==> src/rtl/sha256_job_arbiter.sv <==
// sha256_job_arbiter
//   Shares one simplified_sha256 hash core among NUM_REQ requesters. Each
//   requester posts a job (message base address + output base address); the
//   arbiter grants round-robin, launches the core, waits for its level-style
//   done and returns a one-cycle ack (with err if the watchdog expired).
//
// Ports
//   clk                in   single clock, rising edge
//   reset              in   synchronous, active-high
//   req                in   [NUM_REQ]    per-requester job request, held until ack
//   req_msg_addr       in   [16*NUM_REQ] message base address, slice i = requester i
//   req_out_addr       in   [16*NUM_REQ] output base address, slice i = requester i
//   ack                out  [NUM_REQ]    one-cycle completion pulse to the granted requester
//   err                out  high with ack when the job timed out
//   grant_id           out  [3]  current or last granted requester
//   busy               out  high in every state except IDLE
//   job_count          out  [16] completed jobs (including errored), wraps
//   core_start         out  start pulse to the hash core
//   core_message_addr  out  [16] registered message address to the core
//   core_output_addr   out  [16] registered output address to the core
//   core_done          in   core done, high whenever the core is idle
module sha256_job_arbiter #(
  parameter int NUM_REQ        = 4,
  parameter int TIMEOUT_CYCLES = 4095
) (
  input  logic                   clk,
  input  logic                   reset,
  input  logic [NUM_REQ-1:0]     req,
  input  logic [16*NUM_REQ-1:0]  req_msg_addr,
  input  logic [16*NUM_REQ-1:0]  req_out_addr,
  output logic [NUM_REQ-1:0]     ack,
  output logic                   err,
  output logic [2:0]             grant_id,
  output logic                   busy,
  output logic [15:0]            job_count,
  output logic                   core_start,
  output logic [15:0]            core_message_addr,
  output logic [15:0]            core_output_addr,
  input  logic                   core_done
);

  localparam logic [2:0] S_IDLE      = 3'd0;
  localparam logic [2:0] S_START     = 3'd1;
  localparam logic [2:0] S_WAIT_BUSY = 3'd2;
  localparam logic [2:0] S_WAIT_DONE = 3'd3;
  localparam logic [2:0] S_ACK       = 3'd4;

  // One extra bit so the counter can never wrap back below the limit.
  localparam logic [16:0] TIMEOUT_LIM = 17'(TIMEOUT_CYCLES);

  logic [2:0]  r_state;
  logic [2:0]  r_ptr;
  logic [2:0]  r_grant;
  logic        r_mask_vld;
  logic        r_err_pend;
  logic [16:0] r_cnt;
  logic [15:0] r_job_count;
  logic [15:0] r_msg_addr;
  logic [15:0] r_out_addr;

  logic [NUM_REQ-1:0] w_mask;
  logic [NUM_REQ-1:0] w_eff_req;
  logic [3:0]         w_idx;
  logic               w_found;
  logic [2:0]         w_sel;
  logic [15:0]        w_sel_msg;
  logic [15:0]        w_sel_out;
  logic [16:0]        w_cnt_inc;
  logic               w_timeout;

  // Round-robin pick: scan from r_ptr upward, wrapping modulo NUM_REQ. The
  // last-served requester is masked only in the first IDLE cycle after ACK so
  // a requester holding req high cannot be re-granted back to back.
  always_comb begin
    w_mask    = '0;
    w_idx     = '0;
    w_found   = 1'b0;
    w_sel     = '0;
    w_sel_msg = '0;
    w_sel_out = '0;
    for (int i = 0; i < NUM_REQ; i++) begin
      w_mask[i] = r_mask_vld && (r_grant == 3'(i));
    end
    w_eff_req = req & ~w_mask;
    for (int i = 0; i < NUM_REQ; i++) begin
      w_idx = {1'b0, r_ptr} + 4'(i);
      if (w_idx >= 4'(NUM_REQ)) begin
        w_idx = w_idx - 4'(NUM_REQ);
      end
      for (int j = 0; j < NUM_REQ; j++) begin
        if (!w_found && (w_idx == 4'(j)) && w_eff_req[j]) begin
          w_found = 1'b1;
          w_sel   = 3'(j);
        end
      end
    end
    for (int i = 0; i < NUM_REQ; i++) begin
      if (w_sel == 3'(i)) begin
        w_sel_msg = req_msg_addr[16*i +: 16];
        w_sel_out = req_out_addr[16*i +: 16];
      end
    end
  end

  // The counter is cleared on grant and counts every cycle from START on, so
  // it holds N in the Nth cycle after START; ACK lands exactly TIMEOUT_CYCLES
  // cycles after START when the watchdog fires.
  assign w_cnt_inc = r_cnt + 17'd1;
  assign w_timeout = (w_cnt_inc >= TIMEOUT_LIM);

  always_ff @(posedge clk) begin
    if (reset) begin
      r_state     <= S_IDLE;
      r_ptr       <= '0;
      r_grant     <= '0;
      r_mask_vld  <= 1'b0;
      r_err_pend  <= 1'b0;
      r_cnt       <= '0;
      r_job_count <= '0;
      r_msg_addr  <= '0;
      r_out_addr  <= '0;
    end else begin
      case (r_state)
        S_IDLE: begin
          r_mask_vld <= 1'b0;
          if (w_found) begin
            r_grant    <= w_sel;
            r_msg_addr <= w_sel_msg;
            r_out_addr <= w_sel_out;
            r_cnt      <= '0;
            r_state    <= S_START;
          end
        end
        S_START: begin
          // core_done may still be high from the previous idle period; it is
          // only trusted after the core has been seen busy.
          r_cnt   <= w_cnt_inc;
          r_state <= S_WAIT_BUSY;
        end
        S_WAIT_BUSY: begin
          r_cnt <= w_cnt_inc;
          if (!core_done) begin
            r_state <= S_WAIT_DONE;
          end else if (w_timeout) begin
            r_err_pend <= 1'b1;
            r_state    <= S_ACK;
          end
        end
        S_WAIT_DONE: begin
          r_cnt <= w_cnt_inc;
          // Done takes priority over a coinciding watchdog expiry.
          if (core_done) begin
            r_state <= S_ACK;
          end else if (w_timeout) begin
            r_err_pend <= 1'b1;
            r_state    <= S_ACK;
          end
        end
        S_ACK: begin
          r_job_count <= r_job_count + 16'd1;
          r_ptr       <= (r_grant == 3'(NUM_REQ - 1)) ? 3'd0 : r_grant + 3'd1;
          r_mask_vld  <= 1'b1;
          r_err_pend  <= 1'b0;
          r_state     <= S_IDLE;
        end
        default: begin
          r_state <= S_IDLE;
        end
      endcase
    end
  end

  // Outputs are pure decodes of registered state.
  always_comb begin
    for (int i = 0; i < NUM_REQ; i++) begin
      ack[i] = (r_state == S_ACK) && (r_grant == 3'(i));
    end
  end

  assign err               = (r_state == S_ACK) && r_err_pend;
  assign grant_id          = r_grant;
  assign busy              = (r_state != S_IDLE);
  assign job_count         = r_job_count;
  assign core_start        = (r_state == S_START);
  assign core_message_addr = r_msg_addr;
  assign core_output_addr  = r_out_addr;

endmodule
==> config.mk <==
export PLATFORM = sky130hd
export DESIGN_NAME = sha256_job_arbiter
export DESIGN_NICKNAME = d
export VERILOG_FILES = /design/src/rtl/sha256_job_arbiter.sv
export SDC_FILE = /design/constraint.sdc
export NUM_CORES = 1
export LEC_CHECK = 0
export BUFFER_PORTS_ARGS = -buffer_cell sky130_fd_sc_hd__buf_2
export CAP_MARGIN = 20
export CORE_MARGIN = 1.5
export CORE_UTILIZATION = 45
export CTS_CLUSTER_DIAMETER = 60
export DETAILED_ROUTE_END_ITERATION = 8
export PLACE_DENSITY = 0.76
export SYNTH_ARGS = -nofsm -noshare
export SYNTH_HDL_FRONTEND = slang
export SYNTH_SLANG_ARGS = --single-unit
==> constraint.sdc <==
create_clock -name clk -period 3.4 [get_ports clk]
set_input_delay 0.17 -clock clk [delete_from_list [all_inputs] [get_ports clk]]
set_output_delay 0.17 -clock clk [all_outputs]
set_load 0.1 [all_outputs]
### Word level (Yosys, flattened, before mapping)

Index checks and enable logic that the tools add are counted.
Widths: inputs -> output; s select.

| word-level totals | value |
|---|---|
| bits in registers | 76 |
| bits in latches | 0 |
| memory bits (writable) | 0 |
| ROM bits | 0 |
| input port bits | 135 |
| output and inout port bits | 58 |
| logic and storage cells | 177 |
| memories | 0 |

| cells by class | value |
|---|---|
| add/sub/neg operators | 10 |
| multiply operators | 0 |
| divide/modulo/power cells | 0 |
| magnitude comparators | 5 |
| equality and inequality tests | 25 |
| shifts and indexed selects | 0 |
| multiplexer cells | 56 |
| bitwise operators | 2 |
| reductions and logical operators | 70 |

Operators by type and width:

| cell | number |
|---|---|
| $mux 16 | 8 |
| $mux 3 | 19 |
| $logic_and 1x1->1 | 40 |
| $pmux 17 s2 | 1 |
| $eq 4x2->1 const B | 8 |
| $mux 1 | 20 |
| $eq 3x2->1 const B | 6 |
| $add 17x1->17 const B | 1 |
| $ge 17x12->1 const B | 1 |
| $mux 17 | 1 |
| $add 16x1->16 const B | 1 |
| $eq 4x1->1 const B | 4 |
| $logic_not 4->1 | 4 |
| $mux 4 | 4 |
| $logic_not 1->1 | 15 |
| $ge 4x3->1 const B | 3 |
| $pmux 3 s4 | 1 |
| $sub 4x3->4 const B | 3 |
| $eq 3x1->1 const B | 3 |
| $logic_not 3->1 | 3 |
| $add 3x2->4 const B | 2 |
| $ne 2x2->1 const B | 3 |
| $reduce_bool 3->1 | 2 |
| $add 3x1->4 const B | 1 |
| 12 further kinds | 14 |

### Longest topological paths before layout

Gate-level depths: netlist (run 1).

| logic depth | value |
|---|---|
| depth in word-level cells | 71 |
| gate-level depth with buffers | 12 |
| mapped depth without buffers | 10 |

### Worst setup path after synthesis (run 1)

Ideal clock, no wire load.

| timing | value |
|---|---|
| path type | flip-flop to flip-flop |
| start | reg r_grant[0] (netlist: grant_id[0]) |
| end | reg r_msg_addr[0] (netlist: core_message_addr[0]) |
| library setup time | 0.129 ns |
| data arrival time | 3.145 ns |
| required time | 3.271 ns |
| slack | 0.127 ns |
| cell stages (with the launch flop) | 11 |
| buffers on the path | 1 |
| path through | dfxtp_1 inv_1 ha_1 a21bo_1 maj3_1 o2bb2ai_1 nor3_2 nand2_1 clkbuf_1 a221oi_1 a211oi_1 |

| on the way | value |
|---|---|
| longest elaborated chain between the ends | 71 |
| elaborated cells on any way between the ends | 96 |
| those cells by class | 6 x eq/ne; 35 x mux; 2 x bitwise; 53 x reduce/logical |

RTL lines:

| item | line | source |
|---|---|---|
| start, declared | 53 | `logic [2:0] r_grant;` |
| start signal, assigned | 127 | `r_grant <= w_sel;` |
| $logic_not 3->1 | 82 | `w_mask[i] = r_mask_vld && (r_grant == 3'(i));` |
| $logic_and 1x1->1 | 82 |  |
| $not 4->4 (*) | 84 | `w_eff_req = req & ~w_mask;` |
| $and 4x4->4 (*) | 84 |  |
| $logic_and 1x1->1 | 91 | `if (!w_found && (w_idx == 4'(j)) && w_eff_req[j]) begin` |
| $mux 1 | 91 |  |
| $logic_not 1->1 | 91 |  |
| $logic_and 1x1->1 (2 in a row) | 91 |  |
| (+49 left out) | - |  |
| $logic_not 1->1 | 91 |  |
| $logic_and 1x1->1 (2 in a row) | 91 |  |
| $mux 1 | 91 |  |
| $logic_not 1->1 | 91 |  |
| $logic_and 1x1->1 (2 in a row) | 91 |  |
| $mux 3 | 91 |  |
| $logic_not 3->1 | 98 | `if (w_sel == 3'(i)) begin` |
| $mux 16 (4 in a row) | 98 |  |
| end signal, assigned | 128 | `r_msg_addr <= w_sel_msg;` |
| end, declared | 58 | `logic [15:0] r_msg_addr;` |

Mark *: on every way between the ends. The rest lies on a longest branch, timed or not.
A chain may end at the register's enable or synchronous reset.

### Worst setup path after layout (run 1)

| timing | value |
|---|---|
| start | reg r_grant[0] (netlist: grant_id[0]) |
| end | reg r_msg_addr[5] (netlist: core_message_addr[5]) |

Same word-level chain as after synthesis.

==> impl_results.rst, run 1 <==
.. list-table::
   :header-rows: 1

   * - Metric
     - Value
   * - Type of the worst setup path
     - reg -> reg
   * - Max Buffers Root-to-Sink
     - 2
   * - Synthesis-stage register bit count
     - 74
   * - Share of async-settable or async-resettable flops after synthesis
     - 0%
   * - GRT Util Overall
     - 27.07%
   * - Ratio of cells with drive above 1 in the final layout
     - 30.56%
   * - Power density normalized to cell area
     - 542.8 nW/µm²
   * - Required time at the endpoint of the critical path
     - 3.65 ns
   * - Endpoint of the most critical register-to-register path
     - core_message_addr[5]
   * - Number of distinct standard cells referenced by the synthesized netlist
     - 61
   * - Final hold violations
     - 0
   * - Initial Util
     - about 46%
   * - Average vias per placed instance
     - 5.939
   * - Height of the chip
     - a little over 100 µm
   * - Adder-Cell Fraction of Synth Area
     - 2.868%
   * - Hpwl dp
     - 10830 µm
   * - Avg Cell Area, Syn
     - 7.782 µm²
   * - I/O pin total
     - 193
   * - Highest clock frequency the design can meet
     - approximately 0.33 GHz
   * - Global placement routability congestion
     - 0.9365
   * - Kind of path behind the tightest hold check
     - in -> reg
   * - Number of global-route vias before repair
     - 4868
   * - Final total power
     - about 3.2 mW
   * - Floorplan die area
     - 10690 µm²
   * - Count of antenna diodes in the layout
     - 0
   * - Status
     - completed
   * - Width of the die
     - 103.4 µm
   * - Final cell utilization of the core
     - 59.58%
   * - Standby leakage power
     - 2.574 nW
   * - Transition time at the pin with the least slew margin
     - 0.6667 ns
   * - Compound-Gate Fraction of Synth Area
     - 32.49%
   * - Final layout net count
     - 894
   * - Setup TNS
     - 0 ns
   * - Sort of element at the end of the critical path
     - flip-flop
   * - Detailed-route DRC error count
     - 0
   * - CTS buffer count
     - 9
   * - Dominant combinational cell family by area after synthesis
     - compound AO/OA/AOI/OAI gates
   * - Placeable Area
     - 9774 µm²
   * - Global-route wire length before repair
     - approximately 23000 µm
   * - Iteration-0 DRC Markers
     - 289
   * - Residual overflow from global routing
     - 0
   * - Number of maximum-capacitance constraint violations
     - 0
   * - Synthesized instance count
     - 583
   * - Proportion of synthesized area in mux cells
     - less than 1%
   * - Number of enable-type register cells in the synthesized netlist
     - 0
   * - Total cell area at the placement stage
     - 5595 µm²
   * - Beginning of the worst register-to-register path
     - grant_id[0]
   * - Buffer type at the clock tree root
     - sky130_fd_sc_hd__clkbuf_8
   * - Cell area after synthesis
     - about 4500 µm²
   * - Final Skew
     - 0.01298 ns
   * - Pin count of the biggest net entering global routing
     - 59
   * - Minimum hold slack
     - 0.07554 ns
   * - Clk Latency, worst-skew pair
     - 0.35 ns
   * - CTS clock-pin slew for the worst setup and hold paths
     - 0.09 ns
   * - Total count of max-transition violations in the final report
     - 0
   * - Worst supply voltage drop on vdd
     - roughly 320 µV
   * - Post-cts sizing count
     - 0
   * - Startpoint of the most critical hold path
     - req_msg_addr[63]
   * - R2R cell count
     - 10
   * - Period minus WS final
     - roughly 3.0 ns
   * - DRT antenna net count
     - 0
   * - Post-route cell area
     - 5823 µm²
   * - Number of hold buffers added after cts
     - 0
   * - Proportion of synthesized chip area in sequential cells
     - between 30% and 40%
   * - Clock tree from TritonCTS
     - done
   * - # port buffers
     - 191
   * - Simple-Gate Fraction of Synth Area
     - 22.20%
   * - Number of stages on the worst hold path
     - 3
   * - Critical-path maximum fanout
     - 32
   * - Iteration count of the initial detailed-routing pass
     - 5
   * - Htree depth
     - 3
   * - Post-synthesis xor/xnor area fraction
     - 3.861%
   * - Unrepaired setup endpoints after global routing
     - no
   * - Post-CTS setup-driven buffer insertion count
     - 0
   * - Terminating pin of the worst hold path
     - core_message_addr[15]
   * - Type of element launching the critical path
     - flip-flop
   * - Setup slack of the most critical reg-to-reg path
     - 0.36 ns
   * - Total length of routed wires
     - 14690 µm
   * - Total number of clock tree sinks
     - 74
   * - CP Data Arrival Time
     - 3.29 ns
   * - Initial antenna violation count
     - 0
   * - Synth warnings
     - 0
   * - Setup violation total in the final timing report
     - 0
   * - Top_reg_cell synth
     - sky130_fd_sc_hd__dfxtp_1
   * - Area growth syn-to-layout
     - 28.35%
   * - Final Cycle Share
     - 89.40%
   * - Nets in the synthesized netlist
     - 726
   * - Standard-cell row count
     - 36
   * - Routed length per placed instance
     - roughly 17 µm
   * - Total vias in the final route
     - 5280
   * - Headroom to the max-slew limit
     - between 50% and 60%
[registers in the layout (all words and copies together), names as in the netlist]
name / cells
r_cnt: 17
core_message_addr: 16
core_output_addr: 16
job_count: 16
r_state: 3
grant_id: 2
r_ptr: 2
r_err_pend: 1
r_mask_vld: 1
[cells in the final DEF (no fill, tap or decap), types with 3 or more instances in the layout]
master / n
sky130_fd_sc_hd__o21bai_1: 20
sky130_fd_sc_hd__nand4_1: 6
sky130_fd_sc_hd__a31oi_1: 7
sky130_fd_sc_hd__a21oi_1: 27
sky130_fd_sc_hd__or3_1: 5
sky130_fd_sc_hd__o2bb2ai_1: 12
sky130_fd_sc_hd__xnor2_1: 5
sky130_fd_sc_hd__nand3_1: 22
sky130_fd_sc_hd__nor3_1: 29
sky130_fd_sc_hd__o211ai_1: 4
sky130_fd_sc_hd__nand2_1: 66
sky130_fd_sc_hd__and3_1: 10
sky130_fd_sc_hd__dfxtp_1: 74
sky130_fd_sc_hd__a221oi_1: 20
sky130_fd_sc_hd__inv_1: 10
sky130_fd_sc_hd__buf_4: 14
sky130_fd_sc_hd__nand2b_1: 4
sky130_fd_sc_hd__a22o_1: 18
sky130_fd_sc_hd__clkbuf_8: 10
sky130_fd_sc_hd__or4_1: 3
sky130_fd_sc_hd__buf_2: 191
sky130_fd_sc_hd__a211oi_1: 32
sky130_fd_sc_hd__maj3_1: 3
sky130_fd_sc_hd__nor2_1: 55
sky130_fd_sc_hd__nor4_1: 3
sky130_fd_sc_hd__o21ai_0: 19
sky130_fd_sc_hd__a311oi_1: 10
sky130_fd_sc_hd__and2_1: 3
sky130_fd_sc_hd__ha_1: 8
sky130_fd_sc_hd__nor2b_1: 3
sky130_fd_sc_hd__xor2_1: 15
sky130_fd_sc_hd__a21boi_1: 3
[critical path, stage by stage, from the launching register on]
cell and delay [ns]:
sky130_fd_sc_hd__dfxtp_1 0.45, sky130_fd_sc_hd__inv_1 0.11, sky130_fd_sc_hd__ha_1 0.24, sky130_fd_sc_hd__a21boi_1 0.37, sky130_fd_sc_hd__maj3_1 0.31, sky130_fd_sc_hd__o2bb2ai_1 0.13
sky130_fd_sc_hd__nor3_4 0.34, sky130_fd_sc_hd__buf_4 0.38, sky130_fd_sc_hd__o21ai_0 0.19, sky130_fd_sc_hd__o2bb2ai_1 0.17, sky130_fd_sc_hd__a211oi_1 0.23
[layout make-up]
type                    count  area (µm²)
fillers                   926        3951
clock inverters             6       90.09
flip-flops and latches     74        1481
well taps                 133       166.4
repair buffers            205        1061
multi-input cells         451        2849
inverters                  10       37.54
clock buffers              10       137.6
[power by group]
group | internal [mW] | switching (mW)
clock network | 0.434 | 0.342
registers | 0.952 | 0.0734
logic | 0.320 | 1.04
[layer usage]
layer | GRT usage [%] | vias up | wire length, µm
li1 | - | 2512 | -
met1 | 32.57 | 2516 | 6361
met2 | 47.96 | 216 | 7071
met3 | 5.376 | 36 | 940
met4 | 9.459 | 0 | 314
met5 | 0 | - | 0
[synthesized netlist by cell type (all sizes together) (18+ instances only)]
master  count  share of area (%)
a211oi     32                5.3
nor2       55                4.6
nand2      66                5.5
nand3      22                2.4
a221oi     20                3.9
o21bai     20                3.3
a21oi      29                3.4
o21ai      20                2.2
nor3       30                3.4
dfxtp      74                 33
a22o       18                3.5
clkbuf     35                2.9
[metrics by stage]
stage / setup slack [ns] / cells
2_1_floorplan: 0.1267 / 583
3_3_place_gp: 0.5585 / 873
3_5_place_dp: 0.4820 / 873
4_1_cts: 0.3865 / 889
5_1_grt: 0.1493 / 889
6_report: 0.3605 / 889
[cells by family (layout without fill, tap and decap cells)]
logic type                 count (synthesis)  in the layout
AOI/OAI and AO/OA                        199            199
xor gates and xnor gates                  20             20
adders and majority gates                 11             11
buffers and inverters                     58            231
DFF                                       74             74
muxes                                      2              2
other                                      2              2
and+or+nand+nor                          217            217
[worst max path at each step]
stage,startpoint,to,slack (ns)
2_1_floorplan,grant_id[0],core_message_addr[0],0.13
3_3_place_gp,r_ptr[1],core_message_addr[14],0.56
3_5_place_dp,grant_id[0],core_message_addr[5],0.48
4_1_cts,grant_id[0],core_message_addr[5],0.39
5_1_grt,grant_id[0],core_message_addr[5],0.15
6_report,grant_id[0],core_message_addr[5],0.36
Power figures use the tool's default switching activity.
==> inputs of run 2 (changes only) <==
Settings changed: CORE_UTILIZATION 45 to 42, PLACE_DENSITY 0.76 to 0.72.
==> run 2 against run 1 <==
Compared with the run above:
- power is 2.2% higher
- first-iteration DRC count is 58% higher
- critical path depth is 1 lower
- sequential power hardly changed
- routed wire length is 0.35% lower
- cell count is 0.22% higher
- largest cell class unchanged
- highest routed layer unchanged
==> impl_results.rst, run 2 (synthesized netlist as in run 1, its figures left out) <==
.. list-table::
   :header-rows: 1

   * - Metric
     - Value
   * - Status
     - completed
   * - Total cell area at the placement stage
     - 5599 µm² (about the same)
   * - Type of the worst setup path
     - reg -> reg
   * - Worst supply voltage drop on vdd
     - 283.0 µV (-11%)
   * - Height of the chip
     - 106.9 µm (+3.4%)
   * - Switching Share
     - 45.23% (-0.76 points)
   * - Standard-cell row count
     - 37 (+2.8%)
   * - Period minus WS final
     - 3.106 ns (+0.06670 ns)
   * - Worst setup endpoint
     - core_message_addr[1]
   * - Count of antenna diodes in the layout
     - 0 (unchanged)
   * - Total length of routed wires
     - 14640 µm (-0.35%)
   * - Max Buffers Root-to-Sink
     - 2 (unchanged)
   * - I/O pin total
     - 193 (unchanged)
   * - Unrepaired setup endpoints after global routing
     - no
   * - Share of total power in sequential cells
     - 31.7% (-0.8 points)
   * - CP Data Arrival Time
     - 3.35 ns (+0.06 ns)
   * - Final Cycle Share
     - 91.36% (+2.0 points)
   * - Area taken by multi-input logic gates
     - 2849 µm² (unchanged)
   * - Global placement routability congestion
     - 0.9191 (-1.9%)
   * - R2R cell count
     - 9 (-1)
   * - Sort of element at the end of the critical path
     - flip-flop
   * - Sequential cell area
     - 1481 µm² (unchanged)
   * - Post-route cell area
     - 5836 µm² (+0.22%)
   * - Endpoint of the most critical register-to-register path
     - core_message_addr[1]
   * - Clock tree from TritonCTS
     - done
   * - Total vias in the final route
     - 5226 (-1.0%)
   * - Final Skew
     - 0.01540 ns (+0.002411 ns)
   * - Most common cell after layout, fill and taps aside
     - sky130_fd_sc_hd__buf_2
   * - Iteration-0 DRC Markers
     - 457 (+58%)
   * - Setup violation total in the final timing report
     - 0 (unchanged)
   * - Required time at the endpoint of the critical path
     - 3.65 ns (about the same)
   * - Standby leakage power
     - 2.581 nW (+0.25%)
   * - Htree depth
     - 3 (unchanged)
   * - Final hold violations
     - 0 (unchanged)
   * - Number of maximum-capacitance constraint violations
     - 0 (unchanged)
   * - Ratio of cells with drive above 1 in the final layout
     - 30.46% (-0.092 points)
   * - CTS buffer count
     - 9 (unchanged)
   * - Final total power
     - 3.230 mW (+2.2%)
   * - Placeable Area
     - 10420 µm² (+6.6%)
   * - Final layout net count
     - 894 (unchanged)
   * - Residual overflow from global routing
     - 0 (unchanged)
   * - Total number of clock tree sinks
     - 74 (unchanged)
   * - DRT antenna net count
     - 0 (unchanged)
   * - Setup slack of the most critical reg-to-reg path
     - 0.29 ns (-0.07 ns)
   * - Type of element launching the critical path
     - flip-flop
   * - # port buffers
     - 191 (unchanged)
   * - Switching power total
     - 1.461 mW (+0.51%)
   * - Area growth syn-to-layout
     - 28.63%
   * - Post-cts sizing count
     - 0 (unchanged)
   * - Register containing the most flip-flops in the final layout
     - r_cnt
   * - Count of placed standard cells including taps
     - 876 (+0.34%)
   * - Pin count of the biggest net entering global routing
     - 45 (-24%)
   * - Number of hold buffers added after cts
     - 0 (unchanged)
   * - Combinational Power Share
     - 42.5% (-0.5 points)
   * - Number of global-route vias before repair
     - 4873 (+0.10%)
   * - Beginning of the worst register-to-register path
     - grant_id[0]
   * - CTS clock-pin slew for the worst setup and hold paths
     - 0.09 ns (about the same)
   * - Kind of path behind the tightest hold check
     - in -> reg
   * - Initial Util
     - 43.56% (-2.9 points)
   * - Transition time at the pin with the least slew margin
     - 0.8328 ns (+0.1662 ns)
   * - Clk Latency, worst-skew pair
     - 0.36 ns (about the same)
   * - Setup TNS
     - 0 ns (unchanged)
   * - Largest register FFs
     - 17 (unchanged)
   * - Critical-path maximum fanout
     - 30 (-6.3%)
   * - Iteration count of the initial detailed-routing pass
     - 5 (unchanged)
   * - Buffer type at the clock tree root
     - sky130_fd_sc_hd__clkbuf_8
   * - Most frequent cells in the layout
     - sky130_fd_sc_hd__buf_2, sky130_fd_sc_hd__dfxtp_1, sky130_fd_sc_hd__nand2_1
   * - Relative contribution of the clock network to total power
     - 25.8% (+1.2 points)
   * - Routed length per placed instance
     - 16.43 µm (-0.57%)
   * - Initial antenna violation count
     - 0 (unchanged)
   * - Highest clock frequency the design can meet
     - 0.3219 GHz (-2.1%)
   * - Detailed-route DRC error count
     - 0 (unchanged)
   * - Total count of max-transition violations in the final report
     - 0 (unchanged)
   * - Timing startpoint of the critical path
     - grant_id[0]
   * - Filler cell count in the final layout
     - 976 (+5.4%)
   * - Global-route wire length before repair
     - 23230 µm (+1.8%)
   * - Headroom to the max-slew limit
     - 44.48% (-11 points)
   * - Startpoint of the most critical hold path
     - req_msg_addr[63]
   * - GRT Util Overall
     - 25.21% (-1.9 points)
   * - Width of the die
     - 106.9 µm (+3.4%)
   * - Hpwl dp
     - 10600 µm (-2.1%)
   * - Post-CTS setup-driven buffer insertion count
     - 0 (unchanged)
   * - Final std cells w/o fill
     - 891 (+0.22%)
   * - Average vias per placed instance
     - 5.865 (-1.2%)
   * - Floorplan die area
     - 11430 µm² (+6.9%)
   * - Internal Dissipation
     - 1.769 mW (+3.6%)
   * - Power density normalized to cell area
     - 553.6 nW/µm² (+2.0%)
-- run 2: stage by stage --
step / hold slack, ns / utilization [%] / setup WS (ns)
6_report: 0.07900 / 56.02 / 0.2938
5_1_grt: 0.06563 / 56.02 / 0.05161
4_1_cts: 0.07105 / 56.02 / 0.3767
3_5_place_dp: 0.4379 / 53.75 / 0.4706
3_3_place_gp: 0.4271 / 53.75 / 0.5681
2_1_floorplan: 0.3118 / - / 0.1267
-- run 2: worst min path at each step --
stage / end / slack [ns] / cells after the start
after floorplan: core_message_addr[15] / 0.31 / 2
after global placement: core_output_addr[11] / 0.43 / 2
after detailed placement: core_output_addr[11] / 0.44 / 2
after CTS: core_output_addr[11] / 0.07 / 2
after global routing: core_message_addr[15] / 0.07 / 3
final: core_message_addr[15] / 0.08 / 3
-- run 2: layout make-up --
type	instances	area share, %
Sequential cell	74	25.39
Clock buffer	9	2.123
Tap cell	136	2.916
Multi-Input combinational cell	451	48.82
Inverter	10	0.6432
Clock inverter	6	1.930
Timing Repair Buffer	205	18.18
-- run 2: layer usage --
layer | vias to the layer above | share of wire, % | track usage (%)
li1 | 2507 | - | -
met1 | 2456 | 43 | 31.13
met2 | 229 | 48 | 43.36
met3 | 34 | 6.1 | 4.255
met4 | 0 | 2.5 | 10.38
met5 | - | 0 | 0
-- run 2: worst max-delay path, cell delays in order (launching register included) --
cell,delay [ns]
sky130_fd_sc_hd__dfxtp_1,0.43
sky130_fd_sc_hd__inv_1,0.10
sky130_fd_sc_hd__ha_1,0.24
sky130_fd_sc_hd__a21boi_1,0.45
sky130_fd_sc_hd__a21o_1,0.19
sky130_fd_sc_hd__o211ai_1,0.23
sky130_fd_sc_hd__nor2_1,0.24
sky130_fd_sc_hd__o221a_2,0.66
sky130_fd_sc_hd__a21oi_1,0.15
sky130_fd_sc_hd__a211oi_1,0.28
-- run 2: power groups by stage --
stage               combinational, mW  sequential, mW  clock (mW)
floorplan                       0.526            1.56           0
global placement                 1.35            1.04           0
detailed placement               1.36            1.04           0
CTS                              1.37            1.02       0.854
global route                     1.45            1.04       0.891
finish                           1.37            1.02       0.833
